### config.mk
export PLATFORM = sky130hd
export DESIGN_NAME = ram_range_reader
export DESIGN_NICKNAME = d
export VERILOG_FILES = /design/src/rtl/ram_range_reader.sv
export SDC_FILE = /design/constraint.sdc
export NUM_CORES = 1
export LEC_CHECK = 0
export CAP_MARGIN = 20
export CORE_ASPECT_RATIO = 1.25
export CORE_MARGIN = 2
export CORE_UTILIZATION = 56
export CTS_CLUSTER_SIZE = 10
export DETAILED_ROUTE_END_ITERATION = 10
export PLACE_DENSITY = 0.87
export SETUP_SLACK_MARGIN = 0.4
export SYNTH_ARGS = -nofsm -noshare
export SYNTH_HDL_FRONTEND = slang
export SYNTH_SLANG_ARGS = --single-unit
### constraint.sdc
create_clock -name clk -period 4.1 [get_ports clk]
set_clock_uncertainty 0.05 [all_clocks]
set_input_delay 1.23 -clock clk [delete_from_list [all_inputs] [get_ports clk]]
set_output_delay 1.23 -clock clk [all_outputs]
set_load 0.02 [all_outputs]
### src/rtl/ram_range_reader.sv
// Sweeps a RAM over [firstaddr, lastaddr) with credit-limited pipelined reads and streams the words on valid/ready.
// Optional running checksum of accepted words: define RANGE_READER_CHECKSUM_EN.
module ram_range_reader #(
  parameter int ADDR_W      = 13,
  parameter int DATA_W      = 16,
  parameter int RAM_LATENCY = 1,
  parameter int FIFO_DEPTH  = 4
) (
  input  logic              clk,
  input  logic              rst_n,
  input  logic              start,
  input  logic              re_RAM,
  input  logic [ADDR_W-1:0] firstaddr,
  input  logic [ADDR_W-1:0] lastaddr,
  output logic              ram_re,
  output logic [ADDR_W-1:0] ram_addr,
  input  logic [DATA_W-1:0] ram_q,
  output logic [DATA_W-1:0] out_data,
  output logic              out_valid,
  input  logic              out_ready,
  output logic [ADDR_W-1:0] out_index,
  output logic              busy,
  output logic              done,
  output logic [DATA_W-1:0] checksum
);
  localparam int PW = (FIFO_DEPTH > 1) ? $clog2(FIFO_DEPTH) : 1;
  localparam int CW = $clog2(FIFO_DEPTH + 1);
  localparam logic [CW-1:0] DEPTH_C = CW'(FIFO_DEPTH);

  localparam logic [1:0] S_IDLE   = 2'd0;
  localparam logic [1:0] S_ISSUE  = 2'd1;
  localparam logic [1:0] S_DRAIN  = 2'd2;
  localparam logic [1:0] S_FINISH = 2'd3;

  logic [1:0]             state_r, state_s;
  logic [ADDR_W-1:0]      next_addr_r, end_addr_r, issue_addr_s;
  logic [RAM_LATENCY-1:0] vld_r;
  logic [DATA_W-1:0]      mem_r [FIFO_DEPTH];
  logic [PW-1:0]          wr_ptr_r, rd_ptr_r, rd_ptr_s;
  logic [CW-1:0]          count_r, count_s, total_r;
  logic [DATA_W-1:0]      head_s;
  logic                   push_s, pop_s, issue_s, accept_s;

  function automatic logic [PW-1:0] ptr_inc(input logic [PW-1:0] p);
    return (p == PW'(FIFO_DEPTH - 1)) ? '0 : p + PW'(1);
  endfunction

  assign push_s   = vld_r[RAM_LATENCY-1];
  assign pop_s    = out_valid && out_ready;
  assign accept_s = (state_r == S_IDLE) && start && re_RAM;

  // Next state and read issue; total_r counts FIFO words plus reads in flight
  always_comb begin
    state_s      = state_r;
    issue_s      = 1'b0;
    issue_addr_s = next_addr_r;
    case (state_r)
      S_IDLE: begin
        if (accept_s) begin
          issue_addr_s = firstaddr;
          if (lastaddr <= firstaddr) begin
            state_s = S_FINISH;
          end else begin
            issue_s = 1'b1;
            state_s = (firstaddr + ADDR_W'(1) == lastaddr) ? S_DRAIN : S_ISSUE;
          end
        end else begin
          state_s = S_IDLE;
        end
      end
      S_ISSUE: begin
        if ((total_r - CW'(pop_s)) < DEPTH_C) begin
          issue_s = 1'b1;
          state_s = (next_addr_r == end_addr_r - ADDR_W'(1)) ? S_DRAIN : S_ISSUE;
        end else begin
          state_s = S_ISSUE;
        end
      end
      S_DRAIN: begin
        if ((total_r - CW'(pop_s)) == '0) begin
          state_s = S_FINISH;
        end else begin
          state_s = S_DRAIN;
        end
      end
      S_FINISH: state_s = S_IDLE;
      default:  state_s = S_IDLE;
    endcase
  end

  // FIFO bookkeeping; head_s is the word at the head after this edge
  always_comb begin
    count_s  = count_r + CW'(push_s) - CW'(pop_s);
    rd_ptr_s = pop_s ? ptr_inc(rd_ptr_r) : rd_ptr_r;
    if ((count_r - CW'(pop_s)) == '0) begin
      head_s = ram_q;
    end else begin
      head_s = mem_r[rd_ptr_s];
    end
  end

  // Sweep control, RAM read port, return tagging and status outputs
  always_ff @(posedge clk or negedge rst_n) begin
    if (!rst_n) begin
      state_r     <= S_IDLE;
      ram_re      <= 1'b0;
      ram_addr    <= '0;
      next_addr_r <= '0;
      end_addr_r  <= '0;
      total_r     <= '0;
      busy        <= 1'b0;
      done        <= 1'b0;
      vld_r       <= '0;
    end else begin
      state_r <= state_s;
      ram_re  <= issue_s;
      if (issue_s) begin
        ram_addr    <= issue_addr_s;
        next_addr_r <= issue_addr_s + ADDR_W'(1);
      end
      if (accept_s) begin
        end_addr_r <= lastaddr;
      end
      total_r  <= total_r + CW'(issue_s) - CW'(pop_s);
      busy     <= (state_s == S_ISSUE) || (state_s == S_DRAIN);
      done     <= (state_s == S_FINISH);
      vld_r[0] <= ram_re;
      for (int i = 1; i < RAM_LATENCY; i++) begin
        vld_r[i] <= vld_r[i-1];
      end
    end
  end

  // Output skid FIFO pointers and registered head/valid/index
  always_ff @(posedge clk or negedge rst_n) begin
    if (!rst_n) begin
      wr_ptr_r  <= '0;
      rd_ptr_r  <= '0;
      count_r   <= '0;
      out_valid <= 1'b0;
      out_data  <= '0;
      out_index <= '0;
    end else begin
      if (push_s) begin
        wr_ptr_r <= ptr_inc(wr_ptr_r);
      end
      rd_ptr_r  <= rd_ptr_s;
      count_r   <= count_s;
      out_valid <= (count_s != '0);
      if (count_s != '0) begin
        out_data <= head_s;
      end
      if (accept_s) begin
        out_index <= '0;
      end else if (pop_s) begin
        out_index <= out_index + ADDR_W'(1);
      end
    end
  end

  // FIFO storage
  always_ff @(posedge clk) begin
    if (push_s) begin
      mem_r[wr_ptr_r] <= ram_q;
    end
  end

`ifdef RANGE_READER_CHECKSUM_EN
  // Running sum of accepted words, restarted by each accepted sweep
  always_ff @(posedge clk or negedge rst_n) begin
    if (!rst_n) begin
      checksum <= '0;
    end else if (accept_s) begin
      checksum <= '0;
    end else if (pop_s) begin
      checksum <= checksum + out_data;
    end
  end
`else
  assign checksum = '0;
`endif

endmodule

==> results by group, run 1 <==
Pwr
  • Switching part of the total: 39.4%
  • Pleak: 0.00433 µW
  • NetSw: 2900 µW
  • Internal power: 4460 µW
  • Power per Cell Area: 712 mW/mm²
  • Logic pwr share: 45.1%
  • Clk pwr share: 20.5%
  • Flop pwr share: 34.4%
  • Peak VDD IR: 0.529 mV

Finish
  • Fin area: 0.0103 mm²
  • Area growth syn-to-layout: 27.8%
  • Layout Nets: 1007
  • Antenna cells: 0
  • # fillers: 989
  • Share of layout cells above drive strength 1: 15.4%

Worst setup path
  • WS Path Type: input port to register
  • Crit start category: input port
  • Critical Path Source: firstaddr[2]
  • Setup crit end kind: register
  • Crit path required time: 4.34 ns
  • Crit path max fanout: 8
  • WP data arrival: 3.89 ns
  • Reg2reg start: end_addr_r[3]

Timing
  • Setup violations, final: 0
  • Worst Tran Pin Value: 0.854 ns
  • PnR worst setup slack: 0.455 ns
  • Tcrit/Tclk final: 88.9%
  • Final Hold Viols: 0
  • Max Freq: 274 MHz
  • Total negative slack: 0 ns
  • Slew Viols, Final: 0
  • RSZ-0062 raised after global routing: no
  • Minimum clock period: 3.64 ns
  • Slew headroom: 43.1%

Global routing
  • Number of global-route vias before repair: 6642
  • Global-route wire length before repair: 32.1 mm
  • Initial antenna violation count: 0
  • Gr ovfl total: 0
  • Largest net degree at the start of global routing: 50
  • GRT Total Usage: 26.1%

Placement
  • Routability Congestion: 1.00
  • Final HPWL DP: 14.3 mm
  • IO buf count: 92
  • Cell Area, Placed: 0.00963 mm²
  • Worst slack, placed: -0.0791 ns

Clocking
  • Clock sink count: 149
  • CTS max path bufs: 2
  • CTS Buf Count: 17
  • Reg clk slew, reported paths: 0.06 ns
  • # H-tree levels: 4
  • Latest clock arrival within the worst-skew pair: 0.41 ns
  • Hold-fix buffers, CTS: 0
  • Root buffer cell: clkbuf_16
  • CTS tree: done

Synth
  • Main synth FF type: dfrtp_1
  • Mapped cell area: 0.00809 mm²
  • Simple-gate area share of the yosys netlist: 16.5%
  • XOR/XNOR share of the synthesized area: 4.54%
  • Number of flops mapped to enable cells by yosys: 64
  • Adder-Cell Fraction of Synth Area: 4.98%
  • Syn Area/Cell: 10.1 µm²
  • Post-Synthesis Cells: 803
  • Post-synthesis mux area share: 5.21%
  • Compound-Gate Fraction of Synth Area: 13.3%
  • Post-synth ARST share: 57.0%
  • Yosys reg bits: 149
  • Yosys cell types: 69
  • Sequential share of the synthesized area: 50.0%
  • Syn. warnings: 0
  • Main combinational cell family by area after synthesis: simple AND/OR/NAND/NOR gates

Run
  • # Max-Cap Violations: 0

Floorplanning
  • Site row count: 49
  • Die H: 138 µm
  • Width of the die: 112 µm
  • Initial Util: 56.7%
  • Ports: 109
  • Die ar.: 0.0154 mm²
  • Core area: 0.0143 mm²

Routing
  • Starting DRT DRC Count: 438
  • Routed vias: 6666
  • Final ANT Viol Nets: 0
  • WL final: 20.0 mm
  • Routed len/inst: 17.9 µm
  • DRC violations left: 0
  • Via density: 5.96
  • Drt pass-1 iters: 7

Hold path
  • Worst hold path type: register to register
  • Hold path start: ram_re

Run status
  • Status: finished clean
-- cells in the final DEF (no fill, tap or decap), types with 16 or more instances in the layout --
master	netlist	layout
clkdlybuf4s50_1	0	77
inv_1	36	24
clkbuf_16	0	17
nand3_1	19	19
ha_1	29	18
nor2_1	48	48
buf_4	16	57
xor2_1	19	19
edfxtp_1	64	64
conb_1	1	16
o21ai_1	34	35
nor2b_1	19	19
dfrtp_1	85	85
a21oi_1	62	56
a211oi_1	19	19
nand2_1	97	97
xnor2_1	23	22
mux2i_1	41	39
-- critical path, stage by stage --
cell             delay, ns
clkdlybuf4s50_1       0.50
buf_4                 0.18
buf_4                 0.14
nand3_1               0.15
xnor2_1               0.16
o22ai_1               0.18
o2111ai_1             0.16
or4_4                 0.55
o21ai_1               0.17
o311ai_2              0.14
ha_1                  0.32
-- final cells by class --
class	instances	area [µm²]	area share, %
flip-flops and latches	149	4050	39.1
multi-input cells	571	3910	37.8
repair buffers	151	1430	13.8
clock buffers	20	447	4.32
well taps	178	223	2.15
inverters	39	154	1.49
clock inverters	11	126	1.22
-- timing repair --
action / CTS / global route
buffers inserted: 1 / 1
pin swaps: 2 / 8
resized for setup: 1 / 34
hold endpoints to repair: 0 / 0
endpoints found under the setup margin: 1 / 5
-- cell families (layout without fill, tap and decap cells) --
| kind of cell | Yosys count | after routing |
|---|---|---|
| muxes | 42 | 42 |
| xor gates and xnor gates | 42 | 42 |
| adders and majority gates | 31 | 31 |
| buffers and inverters | 98 | 221 |
| other | 1 | 16 |
| DFF | 149 | 149 |
| and+or+nand+nor | 265 | 265 |
| AOI/OAI and AO/OA | 175 | 175 |
-- layer usage --
layer	part of all wire [%]	wire, µm	vias up	global-route usage (%)
li1	-	-	3084	-
met2	52	10500	317	46.1
met4	4.9	986	0	14.7
met3	5.8	1150	89	5.52
met5	0	0	-	0
met1	37	7390	3176	29.1
-- sequential cells by signal, summed over array words and instances (netlist names) --
signal and cells:
mem_r 64, out_data 16, end_addr_r 13, next_addr_r 13, out_index 13, ram_addr 13
count_r 3, total_r 3, rd_ptr_r 2, state_r 2, wr_ptr_r 2, busy 1
done 1, out_valid 1, push_s 1, ram_re 1
-- through the flow --
step	hold WS, ns	cells	util, %	total power, µW
2_1_floorplan	0.415	818	-	4710
3_3_place_gp	0.353	1086	67.4	5670
3_5_place_dp	0.363	1086	67.4	5850
4_1_cts	0.377	1118	71.4	7390
5_1_grt	0.368	1119	72.4	7870
6_report	0.359	1119	72.4	7360
-- Yosys cell counts, drive strengths merged, types with 2 or more instances --
cell type  number  area share [%]
or4             2            0.23
a22o            3            0.32
inv            39             1.8
a2bb2oi         2            0.22
nor2b          19             1.5
xor2           19             2.1
a211oi         20             1.9
o221a           2            0.28
a31oi           8            0.62
or2             4            0.31
o211ai          2            0.19
nand2b          5            0.39
nor3b           4            0.43
nor4            7            0.73
and4            3            0.36
ha             29             4.5
and2            5            0.39
a41oi           2            0.22
xnor2          23             2.5
a21oi          62             3.8
o21ai          47             2.9
dfrtp          85              26
nand3b          5            0.46
nor4b           2            0.22
o31ai           8            0.74
o21a            2            0.19
edfxtp         64              24
nor3           14            0.87
a311oi          3            0.32
mux2i          41             5.1
nor2           48             2.2
nand4          13             1.0
o311ai          3            0.42
or3             7            0.66
buf            34             2.5
and3            5            0.39
nand2          97             4.5
nand3          19             1.2
a21o            3            0.28
a221o           2            0.25
fa              2            0.49
clkbuf         25             1.2
-- power groups by stage --
stage	Combinational [µW]	Clock, µW	Sequential, µW
6_report	3320	1510	2530
4_1_cts	3330	1530	2530
3_5_place_dp	3300	0	2550
2_1_floorplan	2100	0	2610
5_1_grt	3680	1590	2590
3_3_place_gp	3150	0	2520
-- path summary, 6_finish.rpt --
kind / end / slack [ns] / depth (start not counted)
max: busy / 0.46 / 11
min: push_s / 0.36 / 0
max reg2reg: busy / 1.28 / 8
min reg2reg: push_s / 0.36 / 0
max in group asynchronous: out_data[3] / 2.46 / 2
min in group asynchronous: total_r[0] / 0.77 / 1
Note: power is estimated with default switching activity, not from simulation.
==> run 2, diff against run 1 <==
PLACE_DENSITY = 0.81   (was 0.87)
RECOVER_POWER = 50   (was unset)
==> results by group, run 2 (synthesized netlist as in run 1, its figures left out) <==
Run status
  • Status: complete, but fails checks
  • Failing checks: max-capacitance violations, max-slew violations

Timing
  • Minimum clock period: 3.67 ns (+0.0231 ns)
  • RSZ-0062 raised after global routing: yes
  • Total negative slack: 0 ns (unchanged)
  • PnR worst setup slack: 0.432 ns (-0.0231 ns)
  • Tcrit/Tclk final: 89.5% (+0.56 points)
  • Slew headroom: -45.7% (-89 points)
  • Setup violations, final: 0 (unchanged)
  • Slew Viols, Final: 86 (+86)
  • Worst Tran Pin Value: 2.19 ns (+1.33 ns)
  • Final Hold Viols: 0 (unchanged)
  • Max Freq: 273 MHz (-0.63%)

Routing
  • Routed vias: 6448 (-3.3%)
  • Final ANT Viol Nets: 0 (unchanged)
  • Starting DRT DRC Count: 384 (-12%)
  • WL final: 19.3 mm (-3.6%)
  • Routed len/inst: 17.3 µm (-3.5%)
  • Drt pass-1 iters: 4 (-3)
  • DRC violations left: 0 (unchanged)
  • Via density: 5.77 (-3.1%)

Pwr
  • Pleak: 0.00429 µW (-0.95%)
  • Peak VDD IR: 0.483 mV (-8.6%)
  • Switching part of the total: 39.5% (+0.16 points)
  • Clk pwr share: 20.8% (+0.3 points)
  • Flop pwr share: 34.3% (about the same)
  • NetSw: 2920 µW (+0.63%)
  • Logic pwr share: 45.0% (about the same)
  • Internal power: 4460 µW (about the same)
  • Power per Cell Area: 719 mW/mm² (+0.96%)

Worst setup path
  • Crit path required time: 4.35 ns (about the same)
  • WS Path Type: input port to register
  • Crit start category: input port
  • WP data arrival: 3.92 ns (+0.03 ns)
  • Crit path max fanout: 3 (-5)
  • Setup crit end kind: register

Placement
  • Worst slack, placed: -0.0969 ns (-0.0178 ns)
  • Routability Congestion: 0.950 (-5.1%)
  • Final HPWL DP: 13.6 mm (-4.3%)
  • IO buf count: 92 (unchanged)

Floorplanning
  • Ports: 109 (unchanged)
  • Die ar.: 0.0154 mm² (unchanged)
  • Width of the die: 112 µm (unchanged)
  • Site row count: 49 (unchanged)
  • Die H: 138 µm (unchanged)
  • Core area: 0.0143 mm² (unchanged)
  • Initial Util: 56.7% (unchanged)

Hold path
  • Worst hold path type: register to register

Finish
  • Area growth syn-to-layout: 26.9%
  • Commonest non-fill, non-tap cell in the layout: nand2_1
  • Most frequent cells in the layout: nand2_1 (97), dfrtp_1 (85), clkdlybuf4s50_1 (64), edfxtp_1 (64), a21oi_1 (57)
  • Top flop regs: mem_r (64), out_data (16)
  • Most flop-heavy register: mem_r
  • Antenna cells: 0 (unchanged)
  • Share of layout cells above drive strength 1: 14.3% (-1.1 points)
  • Layout Nets: 1004 (-0.30%)
  • Max reg flops: 64 (unchanged)

Global routing
  • GRT Total Usage: 25.3% (-0.83 points)
  • Initial antenna violation count: 0 (unchanged)
  • Number of global-route vias before repair: 6268 (-5.6%)
  • Largest net degree at the start of global routing: 86 (+72%)
  • Gr ovfl total: 0 (unchanged)
  • Global-route wire length before repair: 30.6 mm (-4.8%)

Clocking
  • Hold-fix buffers, CTS: 0 (unchanged)
  • CTS tree: done
  • Root buffer cell: clkbuf_16
  • Clock sink count: 149 (unchanged)
  • Reg clk slew, reported paths: 0.06 ns (about the same)
  • Latest clock arrival within the worst-skew pair: 0.43 ns (+0.02 ns)
  • CTS max path bufs: 2 (unchanged)
  • # H-tree levels: 4 (unchanged)
  • CTS Buf Count: 17 (unchanged)

Run
  • # Max-Cap Violations: 1 (+1)
==> run 2: cell types whose count changed in the layout (fill, tap and decap cells not counted), sizes merged <==
cell           delta
dlygate4sd2       +1
dlygate4sd3      +16
clkinv            +2
clkinvlp          -1
clkdlybuf4s50    -13
dlymetal6s2s      -4
inv               +2
buf               -5
==> run 2: critical path: stages <==
cell and delay [ns]:
clkdlybuf4s50_1 0.52, ha_1 0.27, a21oi_1 0.15, a21o_1 0.17, a21boi_4 0.06, o31ai_4 0.27, o21a_1 0.20, ha_4 0.21
inv_2 0.06, ha_4 0.12, inv_2 0.03, fa_2 0.35, xnor2_2 0.14, xnor2_1 0.13
==> run 2: metrics by stage <==
stage                     cells  power (µW)  hold WS [ns]  util, %  cell area [µm²]
after floorplan             818        4710         0.415        -             8330
after global placement     1084        5700         0.358     67.4             9620
after detailed placement   1084        5840         0.354     67.4             9620
after CTS                  1117        7430         0.371     71.5            10200
after global routing       1117        7870         0.377     71.9            10300
final                      1117        7380         0.351     71.9            10300
==> run 2: metal layers <==
layer | vias up | global-route usage, % | share of wire (%)
li1 | 3092 | - | -
met2 | 204 | 44.9 | 53
met4 | 0 | 13.4 | 4.4
met1 | 3100 | 29.4 | 39
met3 | 52 | 3.77 | 3.8
met5 | - | 0 | 0
==> run 2: cell type report <==
type,instances,area [µm²]
Inverter,39,156
Fill cell,1000,4020
Timing Repair Buffer,148,1390
Tap cell,178,223
Clock buffer,18,429
Clock inverter,14,153
Multi-Input combinational cell,571,3860
Sequential cell,149,4050
==> run 2: timing repair <==
action / CTS / global route
pin swaps: 1 / 10
resized for setup: 2 / 22
endpoints found under the setup margin: 1 / 14
buffers inserted: 1 / 0
==> run 2: final timing paths <==
kind | start | end | slack [ns] | depth (start not counted)
worst min-delay path | ram_re | push_s | 0.35 | 0
worst min register to register | ram_re | push_s | 0.35 | 0
min in group asynchronous | rst_n | total_r[0] | 1.52 | 2
max in group asynchronous | rst_n | out_data[9] | 1.22 | 2
worst max-delay path | lastaddr[2] | total_r[2] | 0.43 | 14
worst max register to register | end_addr_r[3] | busy | 1.28 | 8
==> run 2: power groups by stage <==
stage | Clock (µW) | Combinational (µW) | Sequential (µW)
6_report | 1530 | 3320 | 2530
3_5_place_dp | 0 | 3290 | 2550
3_3_place_gp | 0 | 3180 | 2520
2_1_floorplan | 0 | 2100 | 2610
4_1_cts | 1550 | 3350 | 2530
5_1_grt | 1610 | 3670 | 2580
==> run 3, diff against run 2 <==
CTS_CLUSTER_SIZE = 14   (was 10)
==> results of run 3 <==
Final layout, timing and power as in run 2 (identical DEF).
